### config.mk
export PLATFORM = sky130hd
export DESIGN_NAME = hex_scan_controller
export DESIGN_NICKNAME = d
export VERILOG_FILES = /design/src/rtl/hex_scan_controller.sv
export SDC_FILE = /design/constraint.sdc
export NUM_CORES = 1
export LEC_CHECK = 0
export BUFFER_PORTS_ARGS = -buffer_cell sky130_fd_sc_hd__buf_4
export CAP_MARGIN = 15
export CELL_PAD_IN_SITES_DETAIL_PLACEMENT = 1
export CELL_PAD_IN_SITES_GLOBAL_PLACEMENT = 2
export CORE_MARGIN = 3
export CORE_UTILIZATION = 30
export DETAILED_ROUTE_END_ITERATION = 8
export GPL_ROUTABILITY_DRIVEN = 0
export PLACE_DENSITY = 0.83
export SLEW_MARGIN = 20
export SYNTH_ARGS = -nofsm -noshare
export SYNTH_HDL_FRONTEND = slang
export SYNTH_SLANG_ARGS = --single-unit
### constraint.sdc
create_clock -name CLOCK_50 -period 4.6 [get_ports CLOCK_50]
set_input_delay 0.46 -clock CLOCK_50 [delete_from_list [all_inputs] [get_ports CLOCK_50]]
set_output_delay 0.46 -clock CLOCK_50 [all_outputs]
set_load 0.05 [all_outputs]
### src/rtl/hex_scan_controller.sv
// Shares one external 7-segment decoder across HEX0..HEX5 by scanning the
// digit registers round-robin and latching each decoded result into its display.
module hex_scan_controller #(
  parameter int SCAN_DIV = 50000,
  parameter int CNT_W    = 16
) (
  input  logic       CLOCK_50,
  input  logic       reset,
  input  logic       wr_valid,
  input  logic [2:0] wr_idx,
  input  logic [3:0] wr_data,
  output logic       wr_ready,
  input  logic [5:0] blank,
  output logic [3:0] dec_nibble,
  input  logic [6:0] dec_seg,
  output logic [6:0] HEX0,
  output logic [6:0] HEX1,
  output logic [6:0] HEX2,
  output logic [6:0] HEX3,
  output logic [6:0] HEX4,
  output logic [6:0] HEX5,
  output logic       refresh_done,
  output logic       bad_idx
);

  typedef enum logic [1:0] {
    S_WAIT    = 2'd0,
    S_DRIVE   = 2'd1,
    S_CAPTURE = 2'd2
  } state_t;

  localparam logic [CNT_W-1:0] CNT_LAST = CNT_W'(SCAN_DIV - 1);
  localparam logic [CNT_W-1:0] CNT_ONE  = CNT_W'(1);
  localparam logic [6:0]       SEG_DARK = 7'h7F;

  state_t           state_q, state_d;
  logic [CNT_W-1:0] cnt_q, cnt_d;
  logic [2:0]       idx_q, idx_d;
  logic [3:0]       digit_q [6];
  logic [3:0]       digit_d [6];
  logic [6:0]       hex_q [6];
  logic [6:0]       hex_d [6];
  logic [3:0]       dec_nibble_q, dec_nibble_d;
  logic             refresh_done_q, refresh_done_d;
  logic             bad_idx_q, bad_idx_d;
  logic             wr_ready_q, wr_ready_d;
  logic             wr_fire;
  logic [3:0]       cur_digit;

  assign wr_fire = wr_valid & wr_ready_q;

  always_comb begin
    state_d        = state_q;
    cnt_d          = cnt_q;
    idx_d          = idx_q;
    dec_nibble_d   = dec_nibble_q;
    refresh_done_d = 1'b0;
    bad_idx_d      = bad_idx_q;
    wr_ready_d     = 1'b1;
    cur_digit      = 4'd0;
    for (int i = 0; i < 6; i++) begin
      digit_d[i] = digit_q[i];
      hex_d[i]   = hex_q[i];
    end

    // The scan reads the registered digit, so a same-cycle write lands next round.
    for (int i = 0; i < 6; i++) begin
      if (idx_q == 3'(i)) cur_digit = digit_q[i];
    end

    if (wr_fire) begin
      if (wr_idx <= 3'd5) begin
        for (int i = 0; i < 6; i++) begin
          if (wr_idx == 3'(i)) digit_d[i] = wr_data;
        end
      end else begin
        bad_idx_d = 1'b1;
      end
    end

    case (state_q)
      S_WAIT: begin
        if (cnt_q == CNT_LAST) begin
          cnt_d        = '0;
          dec_nibble_d = cur_digit;
          state_d      = S_DRIVE;
        end else begin
          cnt_d = cnt_q + CNT_ONE;
        end
      end
      S_DRIVE: begin
        state_d = S_CAPTURE;
      end
      S_CAPTURE: begin
        for (int i = 0; i < 6; i++) begin
          if (idx_q == 3'(i)) hex_d[i] = blank[i] ? SEG_DARK : dec_seg;
        end
        idx_d          = (idx_q == 3'd5) ? 3'd0 : idx_q + 3'd1;
        refresh_done_d = (idx_q == 3'd5);
        state_d        = S_WAIT;
      end
      default: begin
        state_d = S_WAIT;
      end
    endcase
  end

  always_ff @(posedge CLOCK_50) begin
    if (reset) begin
      state_q        <= S_WAIT;
      cnt_q          <= '0;
      idx_q          <= 3'd0;
      dec_nibble_q   <= 4'd0;
      refresh_done_q <= 1'b0;
      bad_idx_q      <= 1'b0;
      wr_ready_q     <= 1'b0;
      for (int i = 0; i < 6; i++) begin
        digit_q[i] <= 4'd0;
        hex_q[i]   <= SEG_DARK;
      end
    end else begin
      state_q        <= state_d;
      cnt_q          <= cnt_d;
      idx_q          <= idx_d;
      dec_nibble_q   <= dec_nibble_d;
      refresh_done_q <= refresh_done_d;
      bad_idx_q      <= bad_idx_d;
      wr_ready_q     <= wr_ready_d;
      for (int i = 0; i < 6; i++) begin
        digit_q[i] <= digit_d[i];
        hex_q[i]   <= hex_d[i];
      end
    end
  end

  assign wr_ready     = wr_ready_q;
  assign dec_nibble   = dec_nibble_q;
  assign refresh_done = refresh_done_q;
  assign bad_idx      = bad_idx_q;
  assign HEX0         = hex_q[0];
  assign HEX1         = hex_q[1];
  assign HEX2         = hex_q[2];
  assign HEX3         = hex_q[3];
  assign HEX4         = hex_q[4];
  assign HEX5         = hex_q[5];

endmodule
==> summary.txt <==
Synthesis
  • Number of synthesized flops with an enable pin: 0
  • Mapped Cells: between 400 and 500
  • Synthesized Nets: between 400 and 500
  • Flops & latches, synth: 94
  • Warnings from Yosys: 0
  • Synth Area per Inst: a little under 9 um2
  • FFs w/ async S/R, synth: 0%
  • Leading area contributor after synthesis: dfxtp_1
  • Yosys cell types: 48
  • Top cell type's share of synthesized area: 48.3%
  • Sequential share of the synthesized area: around 48%
  • Leading post-synthesis cells by cell area: dfxtp_1 (48%), nor2_1 (7.9%), o21ai_0 (6.7%), mux2i_1 (6.4%), nor3_1 (4.8%)
  • Post-Syn Area: a little under 4000 um2
  • Ys flop type: dfxtp_1

Clock tree
  • CTS tree: done
  • TritonCTS Buffers: 9
  • # H-tree levels: 3
  • Max Buffers Root-to-Sink: 2
  • Post-CTS sizing: 0
  • Clock latency on the worst-skew pair: around 350 ps
  • Clk slew on worst S/H paths: about 60 ps
  • Root buf cell: clkbuf_16
  • Clk sink count: 94
  • Hold Buf Count CTS: 0
  • Post-CTS Setup Repair Bufs: 0

GRT
  • Vias in the first global route: ~3700
  • Total Routing Usage GR: 16.6%
  • GRT met2 Usage: 28.2%
  • Grt total ovfl: 0
  • Gr busiest metal: met2
  • Largest net degree at the start of global routing: 51
  • Met3 Use GR: slightly above 5%
  • GR Layer Usage met1: 19.4%
  • Initial antenna violation count: 0
  • First-pass GRT wire length: roughly 19 mm

Finish
  • Area Growth Syn to Fin: 24.8%
  • Final net count: 534
  • ANT cells: 0
  • Fillers: 1533
  • Most frequent cells in the layout: dfxtp_1 (94), nor2_1 (82), buf_4 (72)
  • Multi-input gate area: about 1900 um2
  • Final core occ: between 30% and 40%
  • Reg area: about 1900 um2
  • Fraction of layout cells with a size suffix above 1: 19.3%
  • Most common cell after layout, fill and taps aside: dfxtp_1

Power and ir drop
  • PwrDens: about 350 nW/um2
  • Sequential Power Share: approximately half
  • Leakage: between 1.5 and 2 nW
  • Combinational share of power: 4.1%
  • Net Sw Frac: about 21%
  • Total power draw: around 1.7 mW
  • Clock Power Share: between 40% and 50%
  • Net Switching: between 0.3 and 0.4 mW
  • Pint: approximately 1.3 mW
  • Maximum resistive drop on vdd: 0.000187 V

STA
  • Final min period: ~2200 ps
  • Slew margin rel.: between 30% and 40%
  • Period utilisation layout: 48.8%
  • Setup Total Neg Slack: 0 ps
  • Max frequency: about 450 MHz
  • RSZ-0062 raised after global routing: false
  • Final setup violation count: 0
  • Layout Skew: 4.53 ps
  • Max-slew violation count: 0
  • Measured slew at the worst slew-check pin: approximately 900 ps
  • Final hold violation count: 0

Run
  • Max-cap viol count: 0

Route
  • Detailed Route WL: 11.4 mm
  • DRC Markers: 0
  • Detailed Routing Iterations Pass 1: 4
  • Number of routed nets with antenna violations: 0
  • Avg WL per Cell: approximately 17 um
  • DR iter-0 viols: approximately 170
  • Vias: 3494
  • Vias per cell: between 5 and 6

Placement
  • Port Buffers: 71
  • Final HPWL DP: between 8 and 9 mm

Die
  • Row Count: approximately 40
  • Die X: ~120 um
  • Initial cell density of the core: between 30 and 40%
  • Die Area: around 14000 um2
  • Die Ht: roughly 120 um
  • Placeable Area: approximately 13000 um2
  • Top Ports: just over 70

Worst setup path
  • Startpoint Class: register
  • Crit path kind: reg2reg
  • Crit path DAT: around 2400 ps
  • Worst Path Required: 4800 ps
  • Worst-path fanout max: 13
  • Worst setup EP type: register

Status
  • Outcome: finished, final reports clean

Worst hold path
  • Hold WC Path Type: in2reg
[cells in the mapped netlist (2+ instances only)]
master and n:
a21oi_1 14, a221oi_1 3, and2_1 5, and4_1 3
and4bb_2 2, buf_1 2, buf_2 3, buf_6 2
clkbuf_1 14, dfxtp_1 94, ha_1 2, inv_1 6
mux2i_1 25, nand2_1 18, nand2b_1 7, nand3_1 10
nand4_1 7, nor2_1 82, nor2b_1 2, nor3_1 37
nor3_2 4, nor4_1 7, nor4b_1 2, o211ai_1 3
o21ai_0 52, o21ai_1 2, o22ai_1 3, o32a_1 3
or2_2 2, or3_1 6, xor2_1 9
[sequential cells by signal, indices dropped and copies added (netlist names)]
register	count
bad_idx	1
cnt_q	16
dec_nibble	4
digit_q	24
hex_q	42
idx_q	3
refresh_done	1
state_q	2
wr_ready	1
[routing by layer]
metal | vias up | share of wire, %
met2 | 71 | 48
met4 | 0 | 2.4
met5 | - | 0
met3 | 24 | 4.8
met1 | 1685 | 45
li1 | 1714 | -
[final timing paths]
| check | start | to | slack, ps | depth (start not counted) |
|---|---|---|---|---|
| min reg2reg | digit_q[5][2] | digit_q[5][2] | 490 | 2 |
| max | cnt_q[12] | dec_nibble[2] | 2350 | 4 |
| min | wr_data[0] | digit_q[1][0] | 410 | 3 |
| max reg2reg | cnt_q[12] | dec_nibble[2] | 2350 | 4 |
[through the flow]
| stage | area [um2] | setup WS [ps] | hold slack, ps | cells |
|---|---|---|---|---|
| final | 4860 | 2350 | 405 | 686 |
| after detailed placement | 4550 | 2350 | 485 | 670 |
| after global placement | 4550 | 2480 | 471 | 670 |
| after floorplan | 3900 | 2730 | 453 | 448 |
| after global routing | 4860 | 2110 | 422 | 686 |
| after CTS | 4860 | 2330 | 389 | 686 |
[cell type report]
cell class	count	area share, %
multi-input cells	326	38.8
flip-flops and latches	94	38.7
repair buffers	72	11.1
clock buffers	12	5.07
well taps	172	4.43
clock inverters	4	1.44
inverters	6	0.463
[critical path, stage by stage, from the launching register on]
cell and delay, ps:
dfxtp_1 350, nor4b_1 510, nand4_1 300, o21ai_1 790, o22ai_1 150
[kinds of logic after synthesis]
group           after synthesis  synth area share (%)
xor+xnor                     10                  2.25
mux                          25                  6.42
flops                        94                  48.3
fa+ha+maj                     2                 0.642
simple gates                204                  26.6
buf+inv                      28                  3.28
compound gates               85                  12.5
[power by group through the flow]
stage	sequential, mW	clock (mW)	combinational, mW
final	0.825	0.803	0.0704
after global routing	0.825	0.856	0.0775
after CTS	0.825	0.830	0.0715
after detailed placement	0.843	0	0.0713
after global placement	0.843	0	0.0686
after floorplan	0.843	0	0.0288
(Power assumes the default switching activity.)
